**config.mk**
```make
export PLATFORM = sky130hd
export DESIGN_NAME = lamp_fpu_log_round_flat
export DESIGN_NICKNAME = d
export VERILOG_FILES = /design/src/rtl/lamp_fpu_log_round_if.sv /design/src/rtl/lamp_fpu_log_round.sv /design/src/flat_wrapper.sv
export SDC_FILE = /design/constraint.sdc
export NUM_CORES = 1
export LEC_CHECK = 0
export CORE_MARGIN = 1
export CORE_UTILIZATION = 30
export CTS_CLUSTER_SIZE = 14
export DETAILED_ROUTE_END_ITERATION = 8
export SETUP_SLACK_MARGIN = 0.05
export SLEW_MARGIN = 20
export SYNTH_ARGS = -nofsm -noshare
export SYNTH_HDL_FRONTEND = slang
export SYNTH_SLANG_ARGS = --single-unit
```
**constraint.sdc**
```tcl
create_clock -name clk -period 4.6 [get_ports clk]
set_input_delay 0.69 -clock clk [delete_from_list [all_inputs] [get_ports clk]]
set_output_delay 0.69 -clock clk [all_outputs]
set_load 0.05 [all_outputs]
```
**src/rtl/lamp_fpu_log_round_if.sv**
```systemverilog
// Handshake/data bundle between the bfloat16 log unit, its rounding stage and the downstream consumer.
interface lamp_fpu_log_round_if #(
  parameter int LAMP_FLOAT_E_DW = 8,
  parameter int LAMP_FLOAT_F_DW = 7
);
  logic                                     valid_i;
  logic                                     s_i;
  logic [LAMP_FLOAT_E_DW-1:0]               e_i;
  logic [LAMP_FLOAT_F_DW+4:0]               f_i;
  logic                                     isToRound_i;
  logic                                     isOverflow_i;
  logic                                     isUnderflow_i;
  logic                                     ready_i;
  logic                                     valid_o;
  logic [LAMP_FLOAT_E_DW+LAMP_FLOAT_F_DW:0] result_o;
  logic                                     inexact_o;
  logic                                     ovf_o;
  logic                                     unf_o;
  logic                                     drop_o;

  modport slave (
    input  valid_i, s_i, e_i, f_i, isToRound_i, isOverflow_i, isUnderflow_i, ready_i,
    output valid_o, result_o, inexact_o, ovf_o, unf_o, drop_o
  );

  modport master (
    output valid_i, s_i, e_i, f_i, isToRound_i, isOverflow_i, isUnderflow_i, ready_i,
    input  valid_o, result_o, inexact_o, ovf_o, unf_o, drop_o
  );
endinterface

```
**src/rtl/lamp_fpu_log_round.sv**
```systemverilog
// Round-to-nearest-even and pack stage for the bfloat16 log unit, with a small output FIFO.
module lamp_fpu_log_round #(
  parameter int LAMP_FLOAT_E_DW = 8,
  parameter int LAMP_FLOAT_F_DW = 7,
  parameter int FIFO_DEPTH      = 2
) (
  input logic                 clk,
  input logic                 rst,
  lamp_fpu_log_round_if.slave io
);

  localparam int EW      = LAMP_FLOAT_E_DW;
  localparam int FW      = LAMP_FLOAT_F_DW;
  localparam int RW      = 1 + EW + FW;
  localparam int ENTRY_W = RW + 3;
  localparam int PTR_W   = (FIFO_DEPTH > 1) ? $clog2(FIFO_DEPTH) : 1;
  localparam int CNT_W   = PTR_W + 1;

  logic          lsb, guard, restSticky, roundUp;
  logic [FW+1:0] mant;
  logic [EW:0]   expSum;
  logic          expSat;

  logic          nSign;
  logic [EW-1:0] nExp;
  logic [FW-1:0] nFrac;
  logic          nInexact, nOvf, nUnf;

  logic          rValid;
  logic          rSign;
  logic [EW-1:0] rExp;
  logic [FW-1:0] rFrac;
  logic          rInexact, rOvf, rUnf;

  logic [ENTRY_W-1:0] mem [FIFO_DEPTH];
  logic [PTR_W-1:0]   wrPtr, rdPtr;
  logic [CNT_W-1:0]   count;
  logic               drop;
  logic               push, pop, full, doPush;
  logic [ENTRY_W-1:0] head;

  assign lsb        = io.f_i[3];
  assign guard      = io.f_i[2];
  assign restSticky = io.f_i[1] | io.f_i[0];
  assign roundUp    = io.isToRound_i & guard & (restSticky | lsb);
  assign mant       = io.f_i[FW+4:3] + (FW+2)'(roundUp);
  assign expSum     = {1'b0, io.e_i} + (EW+1)'(mant[FW+1]);
  assign expSat     = expSum[EW] | (&expSum[EW-1:0]);

  always_comb begin
    nSign    = io.s_i;
    nExp     = io.e_i;
    nFrac    = io.f_i[FW+2:3];
    nInexact = 1'b0;
    nOvf     = 1'b0;
    nUnf     = 1'b0;
    if (io.isToRound_i) begin
      nExp  = expSum[EW-1:0];
      nFrac = mant[FW+1] ? mant[FW:1] : mant[FW-1:0];
      if (io.isOverflow_i || expSat) begin
        nExp  = '1;
        nFrac = '0;
        nOvf  = 1'b1;
      end else if (io.isUnderflow_i) begin
        nExp  = '0;
        nFrac = '0;
        nUnf  = 1'b1;
      end
      nInexact = guard | restSticky | nOvf | nUnf;
    end
  end

  always_ff @(posedge clk) begin
    if (!rst) begin
      rValid   <= 1'b0;
      rSign    <= 1'b0;
      rExp     <= '0;
      rFrac    <= '0;
      rInexact <= 1'b0;
      rOvf     <= 1'b0;
      rUnf     <= 1'b0;
    end else begin
      rValid <= io.valid_i;
      if (io.valid_i) begin
        rSign    <= nSign;
        rExp     <= nExp;
        rFrac    <= nFrac;
        rInexact <= nInexact;
        rOvf     <= nOvf;
        rUnf     <= nUnf;
      end
    end
  end

  // A pop in the same cycle frees the slot, so a push into a full FIFO is only lost without one.
  assign push   = rValid;
  assign pop    = (count != '0) & io.ready_i;
  assign full   = (count == CNT_W'(FIFO_DEPTH));
  assign doPush = push & (~full | pop);

  always_ff @(posedge clk) begin
    if (!rst) begin
      for (int unsigned i = 0; i < FIFO_DEPTH; i++) begin
        mem[i] <= '0;
      end
      wrPtr <= '0;
      rdPtr <= '0;
      count <= '0;
      drop  <= 1'b0;
    end else begin
      if (doPush) begin
        mem[wrPtr] <= {rSign, rExp, rFrac, rInexact, rOvf, rUnf};
        wrPtr      <= wrPtr + 1'b1;
      end
      if (pop) begin
        rdPtr <= rdPtr + 1'b1;
      end
      if (push && full && !pop) begin
        drop <= 1'b1;
      end
      if (doPush && !pop) begin
        count <= count + 1'b1;
      end else if (!doPush && pop) begin
        count <= count - 1'b1;
      end
    end
  end

  assign head         = mem[rdPtr];
  assign io.valid_o   = (count != '0);
  assign io.result_o  = head[ENTRY_W-1:3];
  assign io.inexact_o = head[2];
  assign io.ovf_o     = head[1];
  assign io.unf_o     = head[0];
  assign io.drop_o    = drop;

endmodule
```
**src/flat_wrapper.sv**
```systemverilog
// flat-port wrapper written by rule: the top's interface ports become plain ports
module lamp_fpu_log_round_flat 
#(
  parameter int LAMP_FLOAT_E_DW = 8,
  parameter int LAMP_FLOAT_F_DW = 7,
  parameter int FIFO_DEPTH      = 2
)
  (clk, rst, io_valid_i, io_s_i, io_e_i, io_f_i, io_isToRound_i, io_isOverflow_i, io_isUnderflow_i, io_ready_i, io_valid_o, io_result_o, io_inexact_o, io_ovf_o, io_unf_o, io_drop_o);
  lamp_fpu_log_round_if #(.LAMP_FLOAT_E_DW(LAMP_FLOAT_E_DW), .LAMP_FLOAT_F_DW(LAMP_FLOAT_F_DW)) io_i ();
  input logic clk;
  input logic rst;
  input wire logic [$bits(io_i.valid_i)-1:0] io_valid_i;
  input wire logic [$bits(io_i.s_i)-1:0] io_s_i;
  input wire logic [$bits(io_i.e_i)-1:0] io_e_i;
  input wire logic [$bits(io_i.f_i)-1:0] io_f_i;
  input wire logic [$bits(io_i.isToRound_i)-1:0] io_isToRound_i;
  input wire logic [$bits(io_i.isOverflow_i)-1:0] io_isOverflow_i;
  input wire logic [$bits(io_i.isUnderflow_i)-1:0] io_isUnderflow_i;
  input wire logic [$bits(io_i.ready_i)-1:0] io_ready_i;
  output wire logic [$bits(io_i.valid_o)-1:0] io_valid_o;
  output wire logic [$bits(io_i.result_o)-1:0] io_result_o;
  output wire logic [$bits(io_i.inexact_o)-1:0] io_inexact_o;
  output wire logic [$bits(io_i.ovf_o)-1:0] io_ovf_o;
  output wire logic [$bits(io_i.unf_o)-1:0] io_unf_o;
  output wire logic [$bits(io_i.drop_o)-1:0] io_drop_o;
  assign io_i.valid_i = io_valid_i;
  assign io_i.s_i = io_s_i;
  assign io_i.e_i = io_e_i;
  assign io_i.f_i = io_f_i;
  assign io_i.isToRound_i = io_isToRound_i;
  assign io_i.isOverflow_i = io_isOverflow_i;
  assign io_i.isUnderflow_i = io_isUnderflow_i;
  assign io_i.ready_i = io_ready_i;
  assign io_valid_o = io_i.valid_o;
  assign io_result_o = io_i.result_o;
  assign io_inexact_o = io_i.inexact_o;
  assign io_ovf_o = io_i.ovf_o;
  assign io_unf_o = io_i.unf_o;
  assign io_drop_o = io_i.drop_o;
  lamp_fpu_log_round #(.LAMP_FLOAT_E_DW(LAMP_FLOAT_E_DW), .LAMP_FLOAT_F_DW(LAMP_FLOAT_F_DW), .FIFO_DEPTH(FIFO_DEPTH)) u_core (.clk(clk), .rst(rst), .io(io_i));
endmodule
```
Word-level counts from Yosys, hierarchy flattened
Memory sizes are Yosys's and may differ from the RTL's. A register that Yosys moved wholly into a read port is not among the register bits.
Index checks and enable logic that the tools add are counted.
{ "totals": {"output_inout_bits": 21, "latch_bits": 0, "register_bits": 25, "romBits": 0, "ramBits": 38, "word_cells": 68, "input_bits": 28, "mem_count": 1} }
{ "classes": {"mux": 26, "n_mul": 0, "reduce_logical": 11, "div_mod_pow": 0, "shift": 0, "addsub": 6, "bitwise_logic": 12, "n_eq_ne": 1, "magnitude_cmp": 0} }
{ "memory_table": {"columns": ["memory", "words", "word_bits", "read_ports", "rd_clocked_by_memory_dff", "wr", "line", "text"], "rows": [
  ["u_core.mem", 2, 19, 1, 1, 2, "lamp_fpu_log_round.sv:35", "logic [ENTRY_W-1:0] mem [FIFO_DEPTH];"]
]} }
{ "op_table": {"columns": ["cell", "n"], "rows": [
  ["two-way mux 7 bit", 4],
  ["two-way mux 8 bit", 3],
  ["two-way mux 19 bit", 1],
  ["OR reduction 19 bit", 1],
  ["two-way mux 1 bit", 16],
  ["adder 8 x 1 -> 9 bit", 1],
  ["adder 9 x 1 -> 9 bit", 1],
  ["AND reduction 8 bit", 1],
  ["bitwise OR 1 bit", 7],
  ["AND 1 bit", 4],
  ["logical AND 1 bit", 4],
  ["two-way mux 2 bit", 2],
  ["nonzero test 2 bit", 2],
  ["adder 1 bit (second input constant)", 2],
  ["adder 2 x 1 -> 2 bit (second input constant)", 1],
  ["equality test 2 bit (second input constant)", 1],
  ["zero test 1 bit", 2],
  ["subtractor 2 x 1 -> 2 bit (second input constant)", 1],
  ["logical OR 1 bit", 1],
  ["inverter 1 bit", 1]
]} }

Longest topological paths before layout
{ "logic_depth": {"ltp_word": 13, "depth_mapped": 16, "ltp_nobuf": 12} }

Least setup slack after synthesis
Ideal clock, no wire load.
{ "synth_path": {"kind": "input-to-reg", "start": "input port io_isToRound_i", "end": "register u_core.rFrac[2]", "required_ns": 4.483, "setup_ns": 0.117, "t_arrival_ns": 3.600, "stages": 15, "setup_slack_ns": 0.883, "path_buffers": 3, "cell_sequence": "buf_2 -> buf_1 -> and3_1 -> ha_1 -> clkbuf_1 -> nand4_1 -> nor2_1 -> xnor2_1 -> inv_1 -> ha_1 -> nand3_2 -> or3_1 -> a211oi_2 -> nand2_2 -> a32o_1"} }
{ "synth_between": {"elab_chain_len": 9, "word_cells_on_any_way": 11, "classes_between": "2 x add/sub; 4 x mux; 3 x bitwise; 2 x reduce/logical"} }
{ "synth_lines": {"columns": ["element", "line", "text"], "rows": [
  ["start, declared", "flat_wrapper.sv:16", "input wire logic [$bits(io_i.isToRound_i)-1:0] io_isToRound_i;"],
  ["AND 1 bit (2 in series)", "lamp_fpu_log_round.sv:45", "assign roundUp = io.isToRound_i & guard & (restSticky | lsb);"],
  ["adder 9 x 1 -> 9 bit", "lamp_fpu_log_round.sv:46", "assign mant = io.f_i[FW+4:3] + (FW+2)'(roundUp);"],
  ["adder 8 x 1 -> 9 bit", "lamp_fpu_log_round.sv:47", "assign expSum = {1'b0, io.e_i} + (EW+1)'(mant[FW+1]);"],
  ["AND reduction 8 bit", "lamp_fpu_log_round.sv:48", "assign expSat = expSum[EW] | (&expSum[EW-1:0]);"],
  ["bitwise OR 1 bit", "lamp_fpu_log_round.sv:48", null],
  ["logical OR 1 bit", "lamp_fpu_log_round.sv:60", "if (io.isOverflow_i || expSat) begin"],
  ["two-way mux 7 bit", "lamp_fpu_log_round.sv:60", null],
  ["two-way mux 7 bit *", "lamp_fpu_log_round.sv:57", "if (io.isToRound_i) begin"],
  ["end signal, assigned", "lamp_fpu_log_round.sv:87", "rFrac <= nFrac;"],
  ["end, declared", "lamp_fpu_log_round.sv:32", "logic [FW-1:0] rFrac;"]
]} }
Mark *: on every way between the ends. The rest lies on a longest branch, timed or not.
A chain may end at the register's enable or synchronous reset.

Worst setup path after layout
{ "layout_path": {"start": "input port io_f_i[3]", "end": "register u_core.rFrac[2]"} }
{ "layout_between": {"elab_chain_len": 9, "word_cells_on_any_way": 11, "classes_between": "2 x add/sub; 4 x mux; 3 x bitwise; 2 x reduce/logical"} }
{ "layout_lines": {"columns": ["element", "line", "text"], "rows": [
  ["start, declared", "flat_wrapper.sv:15", "input wire logic [$bits(io_i.f_i)-1:0] io_f_i;"],
  ["bitwise OR 1 bit", "lamp_fpu_log_round.sv:45", null],
  ["AND 1 bit", "lamp_fpu_log_round.sv:45", null],
  ["adder 9 x 1 -> 9 bit *", "lamp_fpu_log_round.sv:46", null],
  ["adder 8 x 1 -> 9 bit", "lamp_fpu_log_round.sv:47", null],
  ["AND reduction 8 bit", "lamp_fpu_log_round.sv:48", null],
  ["bitwise OR 1 bit", "lamp_fpu_log_round.sv:48", null],
  ["logical OR 1 bit", "lamp_fpu_log_round.sv:60", null],
  ["two-way mux 7 bit *", "lamp_fpu_log_round.sv:60", null],
  ["two-way mux 7 bit *", "lamp_fpu_log_round.sv:57", null]
]} }
Marks and branches as above.

==> impl_metrics.yaml <==
yosys:
  syn_inst: 358
  synth-simple-area-share: 0.211
  synth_mux_area_frac: 0.0699
  seq_area_frac_synth: 0.476
  ys_types: 56
  syn_nets: 390
  yosysTopAreaCellShare: 0.327
  synth_xor_xnor_area_share: 0.0276
  ys_ff_latch: 64
  synth_compound_area_frac: 0.152
  synth-edff-count: 38
  syn_avg_cell_area_um2: 9.75
  yosys-top-cells-area: "edfxtp_1, dfxtp_1, mux2_2, and2_1, o21ai_0"
  ys_top_cells_by_count: "edfxtp_1, and2_1, dfxtp_1, nor2_1, nand2_1"
  synth.most_common_cell: "edfxtp_1"
  synth_area_um2: 3490
  ys_warn_count: 0
  synth_top_family_by_area: "simple AND/OR/NAND/NOR gates"
  async_reset_ff_frac: 0
  ys.flop_type: "edfxtp_1"
  synth_fa_ha_area_frac: 0.0143
  synth_top_cell_by_area: "edfxtp_1"
pwr:
  p_int_w: 0.00134
  cellPowerDensity_nw_per_um2: 442
  switching_share: 0.313
  pwr-share-comb: 0.275
  ir_worst_vdd_v: 0.000214
  p_leak_nw: 1.60
  seqPwrFrac: 0.365
  power.total_w: 0.00195
  p_clk_frac: 0.360
  netSwitchingPower_w: 0.000609
routing:
  drt_iter0_markers: 210
  vias: 2777
  drtPass1Iterations: 5
  viasPerCell: 5.10
  ant_nets: 0
  wl_per_cell_um: 15.0
  drt-total-wl_um: 8180
  drc: 0
clock_network:
  tritoncts: "built"
  hold_buffers: 0
  clockRootBuffer: "clkbuf_16"
  cts_buffers: 9
  numClockSinks: 64
  ctsHtreeMaxLevel: 3
  cts_max_path_buffers: 2
  clk_latency_ns: 0.32
  path_clk_slew_ns: 0.05
  post-cts-setup-buffers: 0
  cts_resized: 0
setup_path:
  cp_common_cell: "ha_1"
  crit_chain: "clkdlybuf4s50_1 -> and3_1 -> ha_1 -> nand4_1 -> nor2_1 -> xnor2_1 -> inv_1 -> ha_1 -> nand3_2 -> or3_1 -> a211oi_2 -> nand2_2 -> a32o_1"
  critical-path-slowest-cell: "clkdlybuf4s50_1"
  cp-start-kind: "primary input"
  r2r_slack_ns: 2.11
  crit_path_max_fanout: 9
  crit_family: "simple AND/OR/NAND/NOR gates"
  cp-end-kind: "register"
  cp.buffers_inverters: 2
  slowest_delay_ns: 0.53
  arrival_ns: 3.98
  required_ns: 4.81
  critPathKind: "primary input to register"
sta:
  hold_viol: 0
  maxSlewHeadroom: 0.436
  maxSlewViolCount: 0
  setup_violations: 0
  setup_ws_ns: 0.830
  worstMarginPinSlew_ns: 0.845
  period_minus_slack_ns: 3.77
  finalSetupTns_ns: 0
  rsz0062_at_grt: "no"
  clock.fmax_mhz: 265
  fin_skew_ns: 0.00513
  period_share: 0.820
flow_run:
  maxCapViolCount: 0
floorplan:
  die_height_um: 110
  start_util: 0.307
  die_width_um: 110
  rows: 39
  boundaryPins: 49
  die_area_um2: 12100
  core_area_um2: 11400
placed_design:
  portBuffers: 48
  placed_area_um2: 4090
  dpl.cell_count: 529
  post-place-ws_ns: 0.548
  place.gp.congestion: 0.866
  hpwl_um: 5820
grt:
  first_global_vias: 2635
  globalRouteMet2Util: 0.213
  overflow: 0
  antenna_found_initial: 0
  grt_busiest_layer: "met1"
  met3_usage: 0.0308
  use_met1: 0.214
  grt_pass1_wl_um: 13500
  grt_max_degree: 29
  track_usage: 0.147
layout:
  syn_to_final_growth_pct: 26.4
  insertedDiodeCount: 0
  layout.nets: 429
  fin_area_um2: 4410
  instances_no_fill: 545
  drive_gt1_frac: 0.119
status:
  outcome: "complete, no violations"
hold_path:
  hold_path_class: "register to register"
## sequential cells by signal, summed over array words and instances (netlist names), 2 cells and up, named ones only
| signal | count |
|---|---|
| u_core.mem | 38 |
| u_core.rExp | 8 |
| u_core.rFrac | 7 |
| u_core.count | 2 |
## power by group through the flow
stage | clock (W) | sequential [W] | combinational (W)
6_report | 0.000700 | 0.000711 | 0.000536
5_1_grt | 0.000739 | 0.000721 | 0.000573
4_1_cts | 0.000713 | 0.000714 | 0.000539
3_5_place_dp | 0 | 0.000725 | 0.000536
3_3_place_gp | 0 | 0.000723 | 0.000534
2_1_floorplan | 0 | 0.000689 | 0.000397
## worst min-delay path, stage by stage (launching register included)
cell and delay, ns:
dfxtp_1 0.34, a31oi_1 0.05, nor2_1 0.07
## layout by cell type (no fill, tap or decap), types with 7 or more instances in the layout
master / instances
clkbuf_16: 10
clkdlybuf4s50_1: 48
inv_1: 16
dfxtp_1: 26
edfxtp_1: 38
a21oi_1: 14
nor4_1: 11
mux2_2: 19
o21ai_0: 19
nand4_1: 7
and2_1: 32
o22ai_1: 7
nand2_1: 24
nor2_1: 25
## final timing paths
path	from	cells past startpoint	to
setup reg to reg	u_core.count[0]	7	u_core.mem[1][4]
setup / recovery	io_f_i[3]	13	u_core.rFrac[2]
hold / removal	u_core.io.drop_o	2	u_core.io.drop_o
hold reg to reg	u_core.io.drop_o	2	u_core.io.drop_o
## per-stage QoR
| step | util | hold WS, ns |
|---|---|---|
| finish | 0.388 | 0.484 |
| CTS | 0.387 | 0.488 |
| global placement | 0.360 | 0.462 |
| detailed placement | 0.360 | 0.475 |
| floorplan | - | 0.466 |
| global route | 0.388 | 0.516 |
## cells by family after synthesis
family | after synthesis
fa+ha+maj | 4
mux | 22
flops | 64
simple gates | 135
buf+inv | 43
xor+xnor | 11
compound gates | 79
## final cells by class
class,count,area [um^2]
Fill cell,1133,6960
Sequential cell,64,1660
Inverter,17,63.8
Timing Repair Buffer,54,526
Clock buffer,12,268
Clock inverter,4,48.8
Tap cell,143,179
Multi-Input combinational cell,251,1660
## per-layer routing
metal	up-vias	part of all wire
li1	1396	-
met1	1275	0.51
met2	94	0.42
met3	12	0.050
met4	0	0.015
met5	-	0
Note: power is estimated with default switching activity, not from simulation.
